### src/rtl/cache_pkg.sv
// Shared cache definitions: default data RAM geometry and the line-fill state enum.
// Used by cache_data_port and by the cache controller FSM.
// Contents: ADDR_W/LINE_WORDS defaults, derived offset/line widths, state_e.
package cache_pkg;

  localparam int ADDR_W_DEF     = 10;
  localparam int LINE_WORDS_DEF = 8;
  localparam int OFF_W_DEF      = $clog2(LINE_WORDS_DEF);
  localparam int LINE_W_DEF     = ADDR_W_DEF - OFF_W_DEF;

  typedef enum logic {
    ST_IDLE = 1'b0,
    ST_FILL = 1'b1
  } state_e;

endpackage

### src/rtl/cache_data_port.sv
// Purpose: sole owner of the 1024x32 data RAM port; writes streamed line-fill
//   words, arbitrates hit-path reads around them and returns read data.
// Latency: fill word written the cycle it is accepted; read data one cycle after grant.
// Backpressure: fill has priority; reads wait on fill writes and on any read into
//   the line being filled. fill_ready_o is high for the whole FILL state.
// Ports: fill_* (line-fill stream in), rd_* (read request/return), ram_* (RAM port),
//   busy_o (fill in progress).
module cache_data_port
  import cache_pkg::*;
#(
  parameter int ADDR_W     = ADDR_W_DEF,
  parameter int LINE_WORDS = LINE_WORDS_DEF
) (
  input  logic                                   clk_i,
  input  logic                                   rst_ni,
  input  logic                                   fill_start_i,
  input  logic [ADDR_W-$clog2(LINE_WORDS)-1:0]   fill_line_i,
  input  logic                                   fill_valid_i,
  input  logic [31:0]                            fill_data_i,
  output logic                                   fill_ready_o,
  output logic                                   fill_done_o,
  input  logic                                   rd_req_i,
  input  logic [ADDR_W-1:0]                      rd_addr_i,
  output logic                                   rd_gnt_o,
  output logic                                   rd_valid_o,
  output logic [31:0]                            rd_data_o,
  output logic                                   ram_en_o,
  output logic [ADDR_W-1:0]                      ram_addr_o,
  output logic [31:0]                            ram_di_o,
  output logic [3:0]                             ram_we_o,
  input  logic [31:0]                            ram_do_i,
  output logic                                   busy_o
);

  localparam int OFF_W  = $clog2(LINE_WORDS);
  localparam int LINE_W = ADDR_W - OFF_W;

  state_e              state_q, state_d;
  logic [LINE_W-1:0]   line_q, line_d;
  logic [OFF_W-1:0]    cnt_q, cnt_d;
  logic                fill_done_q, fill_done_d;
  logic                rd_valid_q, rd_valid_d;
  logic [31:0]         rd_hold_q, rd_hold_d;
  logic [ADDR_W-1:0]   ram_addr_q, ram_addr_d;
  logic [31:0]         ram_di_q, ram_di_d;

  logic                fill_write;
  logic                hazard;

  // State register
  always_ff @(posedge clk_i or negedge rst_ni) begin
    if (!rst_ni) state_q <= ST_IDLE;
    else         state_q <= state_d;
  end

  // Next-state logic, including the line latch and word counter
  always_comb begin
    state_d     = state_q;
    line_d      = line_q;
    cnt_d       = cnt_q;
    fill_done_d = 1'b0;
    case (state_q)
      ST_IDLE: begin
        if (fill_start_i) begin
          state_d = ST_FILL;
          line_d  = fill_line_i;
          cnt_d   = '0;
        end
      end
      ST_FILL: begin
        if (fill_write) begin
          // Counter is exactly OFF_W bits, so the last word wraps it back to 0.
          cnt_d = cnt_q + OFF_W'(1);
          if (cnt_q == OFF_W'(LINE_WORDS - 1)) begin
            state_d     = ST_IDLE;
            fill_done_d = 1'b1;
          end
        end
      end
      default: state_d = ST_IDLE;
    endcase
  end

  // Output logic: fill handshake, read arbitration and RAM port mux
  always_comb begin
    fill_ready_o = (state_q == ST_FILL);
    busy_o       = (state_q == ST_FILL);
    fill_write   = fill_valid_i & fill_ready_o;
    // A read into the line being filled could return stale data, so it waits
    // for the whole fill to finish.
    hazard       = (state_q == ST_FILL) && (rd_addr_i[ADDR_W-1:OFF_W] == line_q);
    rd_gnt_o     = rd_req_i & ~fill_write & ~hazard;

    ram_en_o   = fill_write | rd_gnt_o;
    ram_we_o   = fill_write ? 4'hF : 4'h0;
    // Address and write data keep the last source's value when the port is idle.
    ram_addr_o = ram_addr_q;
    ram_di_o   = ram_di_q;
    if (fill_write) begin
      ram_addr_o = {line_q, cnt_q};
      ram_di_o   = fill_data_i;
    end else if (rd_gnt_o) begin
      ram_addr_o = rd_addr_i;
    end

    fill_done_o = fill_done_q;
    rd_valid_o  = rd_valid_q;
    // Do0 also reflects fill writes, so outside the return cycle the last read
    // word is served from the holding register.
    rd_data_o   = rd_valid_q ? ram_do_i : rd_hold_q;
  end

  always_comb begin
    rd_valid_d = rd_gnt_o;
    rd_hold_d  = rd_valid_q ? ram_do_i : rd_hold_q;
    ram_addr_d = ram_addr_o;
    ram_di_d   = ram_di_o;
  end

  // Datapath registers
  always_ff @(posedge clk_i or negedge rst_ni) begin
    if (!rst_ni) begin
      line_q      <= '0;
      cnt_q       <= '0;
      fill_done_q <= 1'b0;
      rd_valid_q  <= 1'b0;
      rd_hold_q   <= '0;
      ram_addr_q  <= '0;
      ram_di_q    <= '0;
    end else begin
      line_q      <= line_d;
      cnt_q       <= cnt_d;
      fill_done_q <= fill_done_d;
      rd_valid_q  <= rd_valid_d;
      rd_hold_q   <= rd_hold_d;
      ram_addr_q  <= ram_addr_d;
      ram_di_q    <= ram_di_d;
    end
  end

endmodule
### config.mk
export PLATFORM = sky130hd
export DESIGN_NAME = cache_data_port
export DESIGN_NICKNAME = d
export VERILOG_FILES = /design/src/rtl/cache_pkg.sv /design/src/rtl/cache_data_port.sv
export SDC_FILE = /design/constraint.sdc
export NUM_CORES = 1
export LEC_CHECK = 0
export ABC_AREA = 1
export BUFFER_PORTS_ARGS = -buffer_cell sky130_fd_sc_hd__buf_2
export CAP_MARGIN = 20
export CELL_PAD_IN_SITES_DETAIL_PLACEMENT = 1
export CELL_PAD_IN_SITES_GLOBAL_PLACEMENT = 2
export CORE_MARGIN = 2
export CORE_UTILIZATION = 26
export CTS_CLUSTER_SIZE = 16
export DETAILED_ROUTE_END_ITERATION = 7
export GPL_TIMING_DRIVEN = 0
export PLACE_DENSITY_LB_ADDON = 0.1
export SYNTH_ARGS = -nofsm -noshare
export SYNTH_HDL_FRONTEND = slang
export SYNTH_SLANG_ARGS = --single-unit
### constraint.sdc
create_clock -name clk_i -period 1.4 [get_ports clk_i]
set_input_delay 0.14 -clock clk_i [delete_from_list [all_inputs] [get_ports clk_i]]
set_output_delay 0.14 -clock clk_i [all_outputs]
set_load 0.02 [all_outputs]
# ---- Yosys cells after proc, flatten, opt, wreduce, memory -nomap -nowiden
# Cells that the tools add are included.
dict set report totals {
  ff_bits 87
  inputBits 86
  output_inout_bits 84
  word_cells 38
}
dict set report classes {
  add_sub_neg 1
  eq_ne 4
  mux 15
  bitwise_logic 7
  reduce_logical 3
}
# cell count
set ops {}
lappend ops {{$mux 32} 2}
lappend ops {{$mux 10} 2}
lappend ops {{$eq 7x7->1} 1}
lappend ops {{$mux 1} 6}
lappend ops {{$mux 3} 2}
lappend ops {{$pmux 3 s2} 1}
lappend ops {{$mux 4} 1}
lappend ops {{$reduce_and 2->1} 2}
lappend ops {{$add 3x1->3 const B} 1}
lappend ops {{$and 1x1->1} 3}
lappend ops {{$eq 3x3->1 const B} 1}
lappend ops {{$not 1->1} 3}
lappend ops {{$ne 2x1->1 const B} 1}
lappend ops {{$ne 2x2->1 const B} 1}
lappend ops {{$pmux 1 s2} 1}
lappend ops {{$logic_and 1x1->1} 1}
lappend ops {{$or 1x1->1} 1}

# ---- Logic depth before layout (Yosys ltp)
# Gate-level depths: netlist (run 1).
dict set report depth {
  word_depth 6
  ltp_mapped 11
  ltp_nobuf 11
}

# ---- Worst setup path after synthesis (run 1)
# Ideal clock, no wire load.
dict set report synth_path {
  path_type {register to register}
  startpoint {reg state_q, in the netlist busy_o}
  endpoint {reg ram_addr_q[0]}
  setup_ns 0.149
  arrival_time_ns 1.430
  t_required_ns 1.251
  setup_slack_ns -0.179
  path_stages_with_launch 8
  path_buffers 0
  period_less_slack_ns 1.579
  path_cell_list {dfrtp_1 nand2_1 inv_2 nor2_1 nand2_1 nand2_1 nor2_1 nor2_1}
}
dict set report synth_between {
  elab_chain_cells 6
  elab_cells_between_ends 8
  cone_classes {2 x mux; 5 x bitwise; 1 x reduce/logical}
}
# element line_no
set synth_lines {}
lappend synth_lines {{start, declared} cache_data_port.sv:38} ;# state_e state_q, state_d;
lappend synth_lines {{start signal, assigned} cache_data_port.sv:53} ;# else state_q <= state_d;
lappend synth_lines {{$and 1x1->1} cache_data_port.sv:88} ;# fill_write = fill_valid_i & fill_ready_o;
lappend synth_lines {{$not 1->1} cache_data_port.sv:92} ;# rd_gnt_o = rd_req_i & ~fill_write & ~hazard;
lappend synth_lines {{$and 1x1->1 (2 in a row)} cache_data_port.sv:92}
lappend synth_lines {{$mux 10} cache_data_port.sv:102} ;# end else if (rd_gnt_o) begin
lappend synth_lines {{$mux 10 *} cache_data_port.sv:99} ;# if (fill_write) begin
lappend synth_lines {{named net ram_addr_o[0]} cache_data_port.sv:28} ;# output logic [ADDR_W-1:0] ram_addr_o,
lappend synth_lines {{end signal, assigned} cache_data_port.sv:136} ;# ram_addr_q <= ram_addr_d;
lappend synth_lines {{end, declared} cache_data_port.sv:44} ;# logic [ADDR_W-1:0] ram_addr_q, ram_addr_d;
# The timed path passes the listed nets; every way through them passes the cells marked *.
# A chain may end at the register's enable or synchronous reset.

# ---- Worst setup path after layout (run 1)
dict set report layout_path {
  startpoint {reg line_q[0]}
  endpoint {out ram_addr_o[2]}
}
dict set report layout_between {
  elab_chain_cells 6
}
# element line_no
set layout_lines {}
lappend layout_lines {{start, declared} cache_data_port.sv:39} ;# logic [LINE_W-1:0] line_q, line_d;
lappend layout_lines {{start signal, assigned} cache_data_port.sv:131} ;# line_q <= line_d;
lappend layout_lines {{$eq 7x7->1} cache_data_port.sv:91} ;# hazard = (state_q == ST_FILL) && (rd_addr_i[ADDR_W-1:OFF_W] == line_q);
lappend layout_lines {{$logic_and 1x1->1} cache_data_port.sv:91}
lappend layout_lines {{$not 1->1} cache_data_port.sv:92}
lappend layout_lines {{$and 1x1->1} cache_data_port.sv:92}
lappend layout_lines {{$mux 10} cache_data_port.sv:102}
lappend layout_lines {{$mux 10} cache_data_port.sv:99}
lappend layout_lines {{end, declared} cache_data_port.sv:28}
# No other way between the ends.

==> flow_metrics.env, run 1 <==
export IMPL_clock_sinks=87
export IMPL_dp_cells=696
export IMPL_maxSlewHeadroom_pct=54.96
export IMPL_rows=42
export IMPL_p_leak_nw=3.659
export IMPL_vias=3445
export IMPL_timing_hold_ws_ps=28.01
export IMPL_numCtsBuffers=9
export IMPL_worst_slew_pin_slew_ps=675.6
export IMPL_cts_tree="yes"
export IMPL_cap_violations=0
export IMPL_syn_to_final_growth_pct=97.50
export IMPL_slew_viol_final=0
export IMPL_cp_end_kind="output pin"
export IMPL_track_usage_pct=16.61
export IMPL_n_antenna_cell=0
export IMPL_path_class="flop to output pin"
export IMPL_synthCells=350
export IMPL_dr_pass1_iters=4
export IMPL_root_buffer="clkbuf_16"
export IMPL_drive_gt1_share_pct=68.43
export IMPL_yosysWarnings=0
export IMPL_hold_viol_final=0
export IMPL_routed_wl_um=12920
export IMPL_ir_drop_v=0.0005786
export IMPL_rrSetupSlack_ps=-90
export IMPL_drc_errors=0
export IMPL_syn_avg_cell_area_um2=10.14
export IMPL_die_h_um=120.8
export IMPL_grt_start_max_net_pins=49
export IMPL_grt_pass1_vias=3681
export IMPL_power_density_nw_per_um2=1569
export IMPL_routedWlPerCell_um=16.54
export IMPL_yosysSeqAreaShare_pct=61.35
export IMPL_final_cells=781
export IMPL_skew_ps=7.422
export IMPL_antenna_found_initial=0
export IMPL_pre_cts_ws_ps=-304.6
export IMPL_htreeDepth=3
export IMPL_layout_nets=688
export IMPL_dp_hpwl_um=7583
export IMPL_synth_edf_count=0
export IMPL_ioPinCount=170
export IMPL_worst_slack_ps=-501.5
export IMPL_synth_area_leader_cell="dfrtp_1"
export IMPL_grt_pass1_wl_um=18750
export IMPL_tns_ps=-23670
export IMPL_violations="negative setup slack"
export IMPL_synth_area_um2=3548
export IMPL_holdPathStages=2
export IMPL_dieArea_um2=14600
export IMPL_startpoint_type="flop"
export IMPL_die_w_um=120.8
export IMPL_cp_arrival_ps=1760
export IMPL_start_util_pct=26.69
export IMPL_max_freq_mhz=525.9
export IMPL_vias_per_cell=4.411
export IMPL_synth_seq_cells=87
export IMPL_drt_antenna_violating_nets=0
export IMPL_period_needed_ps=1901
export IMPL_gp_congestion=0.6917
export IMPL_synthesis_nets=438
export IMPL_hp_class="input port to flop"
export IMPL_status="finished with violations"
export IMPL_cts_max_path_buffers=2
export IMPL_fin_util_pct=52.71
export IMPL_async_flop_share_pct=100.0
export IMPL_port_buffers=169
export IMPL_netlist_area_leader_share_pct=61.35
export IMPL_rsz0062_at_grt="true"
export IMPL_finalCritPeriodShare_pct=135.8
export IMPL_drt_iter0_drc=104
export IMPL_ys_top_cells_by_count="nand2_1 (134), dfrtp_1 (87), mux2_2 (32)"
export IMPL_setup_violations=84
export IMPL_rr_worst_depth=10
export IMPL_yosysMostFrequentCell="nand2_1"
export IMPL_crit_required_ps=1260
export IMPL_yosys_most_used_dff="dfrtp_1"
export IMPL_synthTopCellsByArea="dfrtp_1 (61%), nand2_1 (14%), mux2_2 (10%)"
export IMPL_yosysUniqueCellTypes=19
export IMPL_clkTransAtPathRegs_ps=70
export IMPL_path_max_fanout=5
export IMPL_clock_latency_ps=340
export IMPL_core_um2=13300
export IMPL_gr_total_overflow=0
sequential cells by signal (all words and copies together), names as in the netlist:
signal and flops:
busy_o 1, cnt_q 3, fill_done_o 1, line_q 7
ram_addr_q 10, ram_di_q 32, rd_hold_q 32, rd_valid_o 1
cells by family (layout without fill, tap and decap cells):
kind of cell	Yosys count	in the layout	share of synthesized area [%]
fa+ha+maj	2	2	0.7051
buf+inv	40	295	5.677
flops	87	87	61.35
xor+xnor	1	1	0.2469
compound gates	7	7	1.022
simple gates	179	179	20.20
mux	34	34	10.79
final timing paths:
check	endpoint	from
setup / recovery	ram_addr_o[2]	line_q[0]$_DFFE_PN0P_
hold / removal	line_q[1]$_DFFE_PN0P_	fill_line_i[1]
setup reg to reg	ram_addr_q[2]$_DFF_PN0_	line_q[6]$_DFFE_PN0P_
hold reg to reg	ram_di_q[8]$_DFF_PN0_	ram_di_q[8]$_DFF_PN0_
max in group asynchronous	ram_di_q[16]$_DFF_PN0_	rst_ni
min in group asynchronous	rd_hold_q[2]$_DFF_PN0_	rst_ni
routing by layer:
layer / part of all wire, % / track usage, % / wire [um] / vias up
met5: 0 / 0 / 0 / -
met4: 1.2 / 6.105 / 151 / 0
met3: 6.4 / 4.292 / 822 / 11
met2: 51 / 27.81 / 6570 / 119
met1: 42 / 20.56 / 5374 / 1714
li1: - / - / - / 1601
placed cells by master, fill, tap and decap left out, types with 4 or more instances in the layout:
cell | Yosys | layout
nand2_1 | 134 | 63
a21oi_1 | 5 | 5
nand2_2 | 0 | 17
inv_2 | 1 | 6
buf_4 | 6 | 42
clkbuf_8 | 0 | 4
buf_8 | 0 | 11
mux2_4 | 0 | 32
nor2_1 | 14 | 9
inv_1 | 16 | 10
nor2_2 | 0 | 4
buf_12 | 0 | 7
nand3_1 | 30 | 12
dfrtp_1 | 87 | 85
buf_6 | 2 | 107
buf_2 | 11 | 88
nand3_2 | 0 | 16
nand2_4 | 0 | 54
clkbuf_16 | 0 | 10
worst max-delay path: stages (launching register included):
cell and delay [ps]:
dfrtp_1 390, inv_2 70, nor2_1 40, nor2_1 80
nand2_1 50, nor2_1 120, nand2_2 110, nand2_4 120
buf_8 140, nand3_2 70, nand3_2 100, buf_6 120
through the flow:
stage	instance area, um2	power, W
2_1_floorplan	3617	0.005320
3_3_place_gp	4683	0.006321
3_5_place_dp	4706	0.006408
4_1_cts	6451	0.01038
5_1_grt	7008	0.01162
6_report	7008	0.01100
power by group:
part	internal, W	leakage, nW	switching [W]
sequential	0.00317	1.03	0.000390
clock	0.00130	0.136	0.000978
combinational	0.00274	2.49	0.00243
total	0.00720	3.66	0.00379
final cells by class:
type                       count  area [um2]
sequential                    87        2180
clock inverter                 3       17.52
multi-input combinational    223        1864
tap                          176       220.2
buffer                        17       217.7
inverter                      18       77.57
fill                        1438        6287
clock buffer                  13       260.3
timing repair buffer         244        2171
repair_timing:
action / in CTS / in global routing
hold buffers: 1 / 0
setup endpoints to repair: 92 / 98
endpoints found under the hold margin: 47 / 0
buffers inserted: 44 / 39
gates resized for setup: 300 / 136
pin swaps: 29 / 18
cloned: 7 / 1
Note: power is estimated with default switching activity, not from simulation.
==> run 2: changes to the inputs <==
==> constraint.sdc (replaced) <==
create_clock -name clk_i -period 1.4 [get_ports clk_i]
set_input_delay 0.14 -clock clk_i [delete_from_list [all_inputs] [get_ports clk_i]]
set_output_delay 0.14 -clock clk_i [all_outputs]
set_load 0.01 [all_outputs]
==> run 2 against run 1 <==
Effect of this change: clock skew decreased by 2.5 ps; the run still ends with negative setup slack left; register-to-register slack worse by 490 ps; highest routed layer unchanged; combinational power fell by 9.7%; first-iteration DRC count increased by 0.96%; via count decreased by 0.73%; final area up 2.0%; routed wire length is 3.0% lower.
==> flow_metrics.env, run 2 (synthesis results as in run 1) <==
export IMPL_status="finished with violations"
export IMPL_violations="negative setup slack"
export IMPL_skew_ps=4.964
export IMPL_cp_common_cell="buf_4"
export IMPL_switching_power_w=0.003370
export IMPL_port_buffers=169
export IMPL_reg_top3="ram_di_q: 32 flops, rd_hold_q: 32 flops, ram_addr_q: 10 flops"
export IMPL_cap_violations=0
export IMPL_clock_sinks=87
export IMPL_layout_common_cells="buf_6 (101), buf_2 (94), dfrtp_1 (86)"
export IMPL_grt_pass1_vias=3570
export IMPL_die_h_um=120.8
export IMPL_worst_slew_pin_slew_ps=366.9
export IMPL_path_buf_inv=8
export IMPL_cts_max_path_buffers=2
export IMPL_cts_tree="yes"
export IMPL_power_share_sequential_pct=31.6
export IMPL_gr_total_overflow=0
export IMPL_vias=3420
export IMPL_ioPinCount=170
export IMPL_dr_pass1_iters=4
export IMPL_core_um2=13300
export IMPL_fin_util_pct=53.75
export IMPL_holdPathStages=2
export IMPL_cp_arrival_ps=2220
export IMPL_vias_per_cell=4.340
export IMPL_cp_num_cells=16
export IMPL_drt_antenna_violating_nets=0
export IMPL_max_stage_delay_ps=400
export IMPL_hold_viol_final=0
export IMPL_nFillCells=1440
export IMPL_finalCritPeriodShare_pct=141.6
export IMPL_share_comb_of_total_power_pct=41.7
export IMPL_rr_worst_depth=16
export IMPL_p_leak_nw=3.741
export IMPL_final_common_cell="buf_6"
export IMPL_antenna_found_initial=0
export IMPL_path_class="flop to flop"
export IMPL_finalPower_w=0.01118
export IMPL_clkTransAtPathRegs_ps=60
export IMPL_rows=42
export IMPL_root_buffer="clkbuf_16"
export IMPL_slew_viol_final=0
export IMPL_multiInputGateArea_um2=1871
export IMPL_drive_gt1_share_pct=65.85
export IMPL_syn_to_final_growth_pct=101.4
export IMPL_routed_wl_um=12530
export IMPL_drt_iter0_drc=105
export IMPL_start_util_pct=26.69
export IMPL_internal_power_w=0.007812
export IMPL_crit_required_ps=1640
export IMPL_grt_pass1_wl_um=18630
export IMPL_pre_cts_ws_ps=-245.8
export IMPL_rsz0062_at_grt="true"
export IMPL_gp_congestion=0.7241
export IMPL_worst_slack_ps=-582.9
export IMPL_clockPowerShare_pct=26.7
export IMPL_drc_errors=0
export IMPL_max_freq_mhz=504.3
export IMPL_routedWlPerCell_um=15.90
export IMPL_grt_start_max_net_pins=68
export IMPL_ir_drop_v=0.0006689
export IMPL_hp_class="input port to flop"
export IMPL_maxSlewHeadroom_pct=75.54
export IMPL_cp_top_family="buffers and inverters"
export IMPL_cpMaxStageDelayCell="dfrtp_1"
export IMPL_dieArea_um2=14600
export IMPL_ff_latch_area_um2=2178
export IMPL_swShare_pct=30.14
export IMPL_layout_nets=695
export IMPL_period_needed_ps=1983
export IMPL_n_antenna_cell=0
export IMPL_setup_violations=85
export IMPL_dp_hpwl_um=7344
export IMPL_htreeDepth=3
export IMPL_startpoint_type="flop"
export IMPL_cp_end_kind="flop"
export IMPL_numCtsBuffers=9
export IMPL_die_w_um=120.8
export IMPL_track_usage_pct=16.68
export IMPL_power_density_nw_per_um2=1565
export IMPL_clock_latency_ps=340
export IMPL_path_cells="inv_2, nand2_1, nand2_1, clkinv_1, nand2_1, nor2_2, nand2_4, nand2_4, buf_8, nand3_4, nand3_2, buf_4, buf_4, buf_4, buf_4, buf_4"
export IMPL_path_max_fanout=5
-- run 2: worst reg2reg max path: cells and delay by family (launching register included) --
kind	cells	cell delay, ps
flops	1	400
simple gates	8	560
buf+inv	8	910
-- run 2: repair_timing --
item	in CTS	in global routing
hold endpoints to repair	31	0
hold buffers	12	0
buffers inserted	43	31
cloned	7	2
setup endpoints to repair	105	94
pin swaps	16	36
gates resized for setup	173	185
-- run 2: stage by stage --
stage | setup TNS, ps | hold WS (ps) | instance area (um2) | cells
floorplan | 0 | -155.6 | 3548 | 350
global placement | -74080 | 352.0 | 4614 | 695
detailed placement | -11150 | 60.68 | 4644 | 696
CTS | -26600 | 4.160 | 6284 | 773
global route | -31540 | 25.43 | 7147 | 788
finish | -23740 | 29.80 | 7147 | 788
-- run 2: routing by layer --
metal	up-vias	share of wire [%]	wire length, um	GRT usage (%)
li1	1612	-	-	-
met1	1703	41	5130	20.49
met2	96	53	6632	28.30
met3	9	5.3	665	5.425
met4	0	0.79	99	3.997
met5	-	0	0	0
-- run 2: layout make-up --
| type | instances | share of cell area [%] |
|---|---|---|
| plain buffers | 17 | 3.046 |
| clock buffers | 11 | 3.396 |
| clock inverters | 5 | 1.803 |
| inverters | 18 | 1.155 |
| multi-input cells | 223 | 26.17 |
| flip-flops and latches | 87 | 30.48 |
| well taps | 176 | 3.081 |
| repair buffers | 251 | 30.86 |
-- run 2: power by group through the flow --
stage                     Combinational [W]  Sequential [W]  Clock, W
final                               0.00466         0.00353   0.00299
after global routing                0.00504         0.00361   0.00316
after CTS                           0.00380         0.00344   0.00306
after detailed placement            0.00243         0.00344         0
after global placement              0.00239         0.00342         0
after floorplan                     0.00142         0.00338         0
-- run 2: path summary, 6_finish.rpt --
kind	slack, ps	endpoint	start
min in group asynchronous	230	ram_di_q[31]$_DFF_PN0_	rst_ni
hold reg to reg	490	ram_di_q[31]$_DFF_PN0_	ram_di_q[31]$_DFF_PN0_
setup / recovery	-580	ram_addr_q[2]$_DFF_PN0_	line_q[3]$_DFFE_PN0P_
hold / removal	30	line_q[6]$_DFFE_PN0P_	fill_line_i[6]
max in group asynchronous	500	rd_valid_o$_DFF_PN0_	rst_ni
setup reg to reg	-580	ram_addr_q[2]$_DFF_PN0_	line_q[3]$_DFFE_PN0P_
